## src/rtl/gate_sweep_ctrl_if.sv

```systemverilog
// Signal bundle between the sweep controller and whatever drives start/abort
// and closes the loop through the gate-under-test output z.
interface gate_sweep_ctrl_if;
  logic       start;
  logic       abort;
  logic       z;
  logic       x;
  logic       y;
  logic       busy;
  logic       done;
  logic       pass;
  logic [2:0] err_cnt;
  logic [3:0] fail_vec;
  logic [3:0] obs_vec;

  modport master (
    output start, abort, z,
    input  x, y, busy, done, pass, err_cnt, fail_vec, obs_vec
  );

  modport slave (
    input  start, abort, z,
    output x, y, busy, done, pass, err_cnt, fail_vec, obs_vec
  );
endinterface

```

## src/rtl/gate_sweep_ctrl.sv

```systemverilog
// Truth-table sweep of a 2-input gate: applies {x,y} = 0..3, holds each for
// SETTLE cycles, samples z, and reports the mismatch mask against EXPECT.
module gate_sweep_ctrl #(
  parameter int unsigned SETTLE = 2,
  parameter logic [3:0]  EXPECT = 4'b1000
) (
  input logic              clk,
  input logic              rst_n,
  gate_sweep_ctrl_if.slave bus
);

  typedef enum logic [1:0] {
    S_IDLE,
    S_SETTLE,
    S_SAMPLE,
    S_DONE
  } state_e;

  localparam logic [3:0] CNT_RELOAD = 4'(SETTLE - 1);

  state_e     state_q, state_d;
  logic [1:0] idx_q, idx_d;
  logic [3:0] cnt_q, cnt_d;
  logic [3:0] obs_q, obs_d;
  logic [3:0] fail_q, fail_d;
  logic [2:0] err_q, err_d;
  logic       pass_q, pass_d;
  logic       x_q, x_d;
  logic       y_q, y_d;
  logic       busy_q, busy_d;
  logic       done_q, done_d;

  always_comb begin
    state_d = state_q;
    idx_d   = idx_q;
    cnt_d   = cnt_q;
    obs_d   = obs_q;
    fail_d  = fail_q;
    err_d   = err_q;
    pass_d  = pass_q;

    case (state_q)
      S_IDLE: begin
        if (bus.start) begin
          idx_d   = '0;
          cnt_d   = CNT_RELOAD;
          obs_d   = '0;
          fail_d  = '0;
          err_d   = '0;
          pass_d  = 1'b0;
          state_d = S_SETTLE;
        end
      end
      S_SETTLE: begin
        if (cnt_q == '0) begin
          state_d = S_SAMPLE;
        end else begin
          cnt_d = cnt_q - 4'd1;
        end
      end
      S_SAMPLE: begin
        obs_d[idx_q] = bus.z;
        if (idx_q == 2'd3) begin
          // Results use obs_d so the final vector's sample is included.
          fail_d = obs_d ^ EXPECT;
          err_d  = '0;
          for (int unsigned i = 0; i < 4; i++) begin
            err_d = err_d + {2'b00, fail_d[i]};
          end
          pass_d  = (fail_d == '0);
          state_d = S_DONE;
        end else begin
          idx_d   = idx_q + 2'd1;
          cnt_d   = CNT_RELOAD;
          state_d = S_SETTLE;
        end
      end
      S_DONE: begin
        state_d = S_IDLE;
      end
      default: begin
        state_d = S_IDLE;
      end
    endcase

    if (bus.abort) begin
      state_d = S_IDLE;
      obs_d   = '0;
      fail_d  = '0;
      err_d   = '0;
      pass_d  = 1'b0;
    end

    // Outputs are decoded from the next state so they can be registered.
    busy_d = (state_d == S_SETTLE) || (state_d == S_SAMPLE);
    x_d    = busy_d & idx_d[1];
    y_d    = busy_d & idx_d[0];
    done_d = (state_d == S_DONE);
  end

  always_ff @(posedge clk) begin
    if (!rst_n) begin
      state_q <= S_IDLE;
      idx_q   <= '0;
      cnt_q   <= '0;
      obs_q   <= '0;
      fail_q  <= '0;
      err_q   <= '0;
      pass_q  <= 1'b0;
      x_q     <= 1'b0;
      y_q     <= 1'b0;
      busy_q  <= 1'b0;
      done_q  <= 1'b0;
    end else begin
      state_q <= state_d;
      idx_q   <= idx_d;
      cnt_q   <= cnt_d;
      obs_q   <= obs_d;
      fail_q  <= fail_d;
      err_q   <= err_d;
      pass_q  <= pass_d;
      x_q     <= x_d;
      y_q     <= y_d;
      busy_q  <= busy_d;
      done_q  <= done_d;
    end
  end

  assign bus.x        = x_q;
  assign bus.y        = y_q;
  assign bus.busy     = busy_q;
  assign bus.done     = done_q;
  assign bus.pass     = pass_q;
  assign bus.err_cnt  = err_q;
  assign bus.fail_vec = fail_q;
  assign bus.obs_vec  = obs_q;

endmodule

```

## src/flat_wrapper.sv

```systemverilog
// flat-port wrapper written by rule: the top's interface ports become plain ports
module gate_sweep_ctrl_flat 
#(
  parameter int unsigned SETTLE = 2,
  parameter logic [3:0]  EXPECT = 4'b1000
)
  (clk, rst_n, bus_start, bus_abort, bus_z, bus_x, bus_y, bus_busy, bus_done, bus_pass, bus_err_cnt, bus_fail_vec, bus_obs_vec);
  gate_sweep_ctrl_if bus_i ();
  input logic clk;
  input logic rst_n;
  input wire logic [$bits(bus_i.start)-1:0] bus_start;
  input wire logic [$bits(bus_i.abort)-1:0] bus_abort;
  input wire logic [$bits(bus_i.z)-1:0] bus_z;
  output wire logic [$bits(bus_i.x)-1:0] bus_x;
  output wire logic [$bits(bus_i.y)-1:0] bus_y;
  output wire logic [$bits(bus_i.busy)-1:0] bus_busy;
  output wire logic [$bits(bus_i.done)-1:0] bus_done;
  output wire logic [$bits(bus_i.pass)-1:0] bus_pass;
  output wire logic [$bits(bus_i.err_cnt)-1:0] bus_err_cnt;
  output wire logic [$bits(bus_i.fail_vec)-1:0] bus_fail_vec;
  output wire logic [$bits(bus_i.obs_vec)-1:0] bus_obs_vec;
  assign bus_i.start = bus_start;
  assign bus_i.abort = bus_abort;
  assign bus_i.z = bus_z;
  assign bus_x = bus_i.x;
  assign bus_y = bus_i.y;
  assign bus_busy = bus_i.busy;
  assign bus_done = bus_i.done;
  assign bus_pass = bus_i.pass;
  assign bus_err_cnt = bus_i.err_cnt;
  assign bus_fail_vec = bus_i.fail_vec;
  assign bus_obs_vec = bus_i.obs_vec;
  gate_sweep_ctrl #(.SETTLE(SETTLE), .EXPECT(EXPECT)) u_core (.clk(clk), .rst_n(rst_n), .bus(bus_i));
endmodule
```

## config.mk

```make
export PLATFORM = sky130hd
export DESIGN_NAME = gate_sweep_ctrl_flat
export DESIGN_NICKNAME = d
export VERILOG_FILES = /design/src/rtl/gate_sweep_ctrl_if.sv /design/src/rtl/gate_sweep_ctrl.sv /design/src/flat_wrapper.sv
export SDC_FILE = /design/constraint.sdc
export NUM_CORES = 1
export LEC_CHECK = 0
export BUFFER_PORTS_ARGS = -buffer_cell sky130_fd_sc_hd__buf_2
export CORE_MARGIN = 2
export CORE_UTILIZATION = 50
export CTS_CLUSTER_SIZE = 12
export DETAILED_ROUTE_END_ITERATION = 10
export HOLD_SLACK_MARGIN = 0.02
export PLACE_DENSITY = 0.73
export SLEW_MARGIN = 30
export SYNTH_ARGS = -nofsm -noshare
export SYNTH_HDL_FRONTEND = slang
export SYNTH_SLANG_ARGS = --single-unit
```

## constraint.sdc

```tcl
create_clock -name clk -period 2.9 [get_ports clk]
set_clock_uncertainty 0.2 [all_clocks]
set_input_delay 0.58 -clock clk [delete_from_list [all_inputs] [get_ports clk]]
set_output_delay 0.58 -clock clk [all_outputs]
set_load 0.02 [all_outputs]
```

# Word-level counts from Yosys, hierarchy flattened

Cells that the tools add are included.

$add $sub $neg: 5
Magnitude comparators: 2
Equality and inequality tests: 11
Mux-type cells: 25
Bitwise logic cells: 4
Reductions and logical operators: 11

Operators by type and width:

| operator                                                                     | count |
|---|---|
| 4-bit two-way mux                                                            | 5 |
| 4-bit one-hot mux with 2 select lines                                        | 2 |
| 2-bit two-way mux                                                            | 6 |
| 4-bit one-hot mux with 3 select lines                                        | 1 |
| 2-bit equality test, second input constant                                   | 5 |
| 4-bit zero test                                                              | 2 |
| 2-bit one-hot mux with 4 select lines                                        | 1 |
| 3-bit by 1-bit adder with 3-bit output                                       | 2 |
| 3-bit two-way mux                                                            | 2 |
| 2-bit inequality test, second input constant                                 | 3 |
| 3-bit one-hot mux with 2 select lines                                        | 1 |
| 4-bit bitwise mux                                                            | 1 |
| 2-bit by 1-bit equality test with 1-bit output, second input constant        | 2 |
| 2-bit one-hot mux with 2 select lines                                        | 1 |
| 4-bit AND reduction                                                          | 1 |
| 4-bit by 1-bit subtractor with 4-bit output, second input constant           | 1 |
| 2-bit by 3-bit less-than comparator with 1-bit output, second input constant | 1 |
| 1-bit two-way mux                                                            | 3 |
| 3-bit AND reduction                                                          | 1 |
| 3-bit nonzero test                                                           | 1 |
| 1-bit by 1-bit adder with 2-bit output                                       | 1 |
| 2-bit by 1-bit adder with 2-bit output, second input constant                | 1 |
| 1-bit bitwise AND                                                            | 2 |
| 1-bit demux with 2-bit select                                                | 1 |
| other kinds (10)                                                             | 11 |

Register bits after elaboration: 24
Input bits: 5
Word-level logic and storage cells: 69

# Depth between registers and ports, before layout

Depth after elaboration: 10
Gate-level depth with buffers: 10

# Worst setup path before layout

OpenSTA, ideal clock, no wires.

Kind: register -> register
Start point: register u_core.idx_q[0]
End point: register u_core.err_q[0], in the netlist u_core.bus.err_cnt[0]
Library setup time: 0.070 ns
Data arrival time: 2.182 ns
Data required time: 2.630 ns
Setup slack: 0.449 ns
Stages on the path, launching flop included: 9
Buffers on the path: 0
Period minus slack after synthesis: 2.451 ns
Path through: dfxtp_1 -> or2b_2 -> mux2_2 -> inv_1 -> ha_1 -> inv_1 -> fa_1 -> or3b_1 -> a21oi_1

Word-level cells in the longest chain between the ends: 10
Elaborated cells between the ends (all ways): 15
Those cells by class: add/sub (3); order compare (2); eq/ne (2); mux (5); bitwise (1); reduce/logical (2)

Ends and longest elaborated chain:

| what                                                                                                                                                               | RTL line               | RTL |
|---|---|---|
| start, declared                                                                                                                                                    | gate_sweep_ctrl.sv:22  | `logic [1:0] idx_q, idx_d;` |
| start signal, assigned                                                                                                                                             | gate_sweep_ctrl.sv:116 | `idx_q <= idx_d;` |
| 2-bit by 3-bit less-than comparator with 1-bit output (implied by the code) / 2-bit by 1-bit greater-or-equal comparator with 1-bit output (equally long branches) | gate_sweep_ctrl.sv:62  | `obs_d[idx_q] = bus.z;` |
| 1-bit logical AND (implied by the code)                                                                                                                            | gate_sweep_ctrl.sv:62  |  |
| 1-bit two-way mux (implied by the code)                                                                                                                            | gate_sweep_ctrl.sv:62  |  |
| 1-bit demux with 2-bit select                                                                                                                                      | n/a                    |  |
| 4-bit bitwise mux                                                                                                                                                  | gate_sweep_ctrl.sv:62  |  |
| 1-bit by 1-bit adder with 2-bit output                                                                                                                             | gate_sweep_ctrl.sv:68  | `err_d = err_d + {2'b00, fail_d[i]};` |
| 3-bit by 1-bit adder with 3-bit output (2 in series)                                                                                                               | gate_sweep_ctrl.sv:68  |  |
| 3-bit two-way mux                                                                                                                                                  | gate_sweep_ctrl.sv:63  | `if (idx_q == 2'd3) begin` |
| 3-bit one-hot mux with 2 select lines                                                                                                                              | gate_sweep_ctrl.sv:42  | `case (state_q)` |
| end signal, assigned                                                                                                                                               | gate_sweep_ctrl.sv:120 | `err_q <= err_d;` |
| end, declared                                                                                                                                                      | gate_sweep_ctrl.sv:26  | `logic [2:0] err_q, err_d;` |

Several ways; a longest one is shown, not always the timed one. The select of a mux whose other input is x is not followed.
A chain may end at the register's enable or synchronous reset.

# Worst setup path after layout

Same ends and word-level chain as after synthesis.

==> metrics <==
number of diodes=0; TritonCTS clock tree=done; Die X=52.2 um; H-tree levels=1; #FFs+latches synth=24; first-pass GRT wire length=3.82 mm; routability cong.=0.757; synthesized net count=138; CTS Buffer Depth=2; Synth cell types=41; WL final=2.27 mm; postcts setup bufs=0; Max-cap violations=0; Vias=940; syn avg cell area=9.22 um2; CTS Buf Count=3; Final Core Density=0.594; area of the multi-input gates=621 um2; Slew @ Worst Pin=0.503 ns; met2 routed WL=1.04 mm; Seq/Total Area, Yosys=0.414; clk slew on worst S/H paths=0.14 ns; WL met1=1.11 mm; Startpoint Class=register; Fin Setup TNS=0 ns; Final nets=159; CTS sink cnt=24; static leakage=0.548 nW; Initial Utilization=0.525; Area growth syn-to-layout=13.3%; Root Buffer=clkbuf_4; # fillers=206; gr usage total=0.190; IO Count=21; antenna violations before repair=0; metal3 WL=91 um; Max rail drop VDD=0.260 mV; # rows=17; Die H=52.2 um; Worst Setup End Kind=register; pin count of the biggest net entering global routing=15; CP Max Fanout=8; Routed WL per cell=13.0 um; PD cells=483 nW/um2; Fmax=380 MHz; status=finished, final reports clean; Setup violations, final=0; Reg area=480 um2; Hold Path Class=register to register; Slew HR=0.665; remaining antenna violation count=0; share of cells above drive strength 1=0.281; GR Overflow Total=0; highest metal used=met4; fin crit period=2.63 ns; RSZ-0062 raised after global routing=no; ys async rst share=0; EDFF count, synth=0; Crit Path Category=register to register; # port buffers=20; DRC=0; critical path required time=2.96 ns; vias in the first global route=913; Mapped Cells=126; cts hold-fix bufs=0; Clk Latency, worst-skew pair=0.32 ns; ys flop type=dfxtp_1; Critical Path AT=2.69 ns; HPWL Detailed=1.68 mm; cts repair resizes=0; core box area=2210 um2; DR iter-0 viols=15; yosys warns=0; Die ar.=2720 um2; max-slew violations=0; drt pass-1 iters=4; final worst path period share=0.906; Hold Vio Cnt, Final=0; Via density=5.40; synthesized cell area=1160 um2
-- cell type report --
type	count	area share
multi-input cells	91	0.472
flip-flops and latches	24	0.365
repair buffers	20	0.0761
well taps	28	0.0266
clock inverters	1	0.0228
inverters	7	0.0200
clock buffers	3	0.0171
-- per-layer routing --
metal | global-route usage | vias to the layer above
li1 | - | 477
met5 | 0 | -
met3 | 0.0314 | 4
met4 | 0.107 | 0
met1 | 0.250 | 440
met2 | 0.295 | 19
-- power by group --
group | switching, mW | internal, mW
clock network | 0.104 | 0.140
registers | 0.00359 | 0.334
logic | 0.0336 | 0.0205
-- layout by cell type, fill, tap and decap left out, drive strengths merged, types with 2 or more instances in the layout --
cell / count
dfxtp: 24
buf: 20
nand2: 13
a21oi: 13
inv: 7
nor2: 6
ha: 6
and2: 5
o21ai: 5
nand3: 4
nor2b: 3
nand2b: 3
mux2: 3
nand4: 3
clkbuf: 3
and2b: 3
or2b: 2
a22oi: 2
nor3: 2
a31oi: 2
or2: 2
-- worst paths after layout --
path / start / endpoint / slack [ns] / cells past startpoint
max reg2reg: u_core.idx_q[0] / u_core.bus.err_cnt[0] / 0.27 / 8
min reg2reg: u_core.bus.err_cnt[0] / u_core.bus.err_cnt[0] / 0.26 / 2
min: u_core.bus.err_cnt[0] / u_core.bus.err_cnt[0] / 0.26 / 2
max: u_core.idx_q[0] / u_core.bus.err_cnt[0] / 0.27 / 8
-- cell usage after synthesis (3+ instances only) --
master	instances	area, um2
a21oi_1	12	60.1
inv_1	7	26.3
mux2_2	3	33.8
and2_1	5	31.3
nand2b_1	3	18.8
o21ai_2	3	26.3
ha_1	6	75.1
nor2b_1	3	18.8
nor2_1	6	22.5
nand3_1	4	20.0
nand2_1	13	48.8
nand4_1	3	18.8
dfxtp_1	24	480
-- registers in the layout, summed over array words and instances (netlist names) --
register	cells
u_core.cnt_q	4
u_core.bus.obs_vec	4
u_core.idx_q	2
u_core.bus.err_cnt	3
u_core.bus.fail_vec	4
u_core.bus.pass	1
u_core.bus.x	1
u_core.state_q	2
u_core.bus.y	1
u_core.bus.done	1
u_core.bus.busy	1
-- stage by stage --
stage	power, mW	std cells	hold slack (ns)	setup slack, ns	area [um2]
finish	0.635	174	0.260	0.271	1320
global route	0.654	174	0.279	0.169	1320
CTS	0.640	174	0.261	0.285	1320
detailed placement	0.398	170	0.243	0.341	1260
floorplan	0.385	126	0.245	0.449	1160
global placement	0.395	170	0.235	0.411	1260
-- worst max-delay path: stages, from the launching register on --
cell and delay (ns):
dfxtp_1 0.47, or2b_2 0.33, mux2_2 0.31, inv_1 0.07, ha_1 0.21, inv_1 0.08, fa_1 0.42, or3b_1 0.35
a21oi_1 0.13
-- logic make-up after synthesis --
logic type / synth area share
AO/OA/AOI/OAI: 0.151
flip-flops: 0.414
AND/OR/NAND/NOR: 0.264
multiplexers: 0.0377
buffers and inverters: 0.0517
adder cells (fa/ha/maj): 0.0819
(Power assumes the default switching activity.)
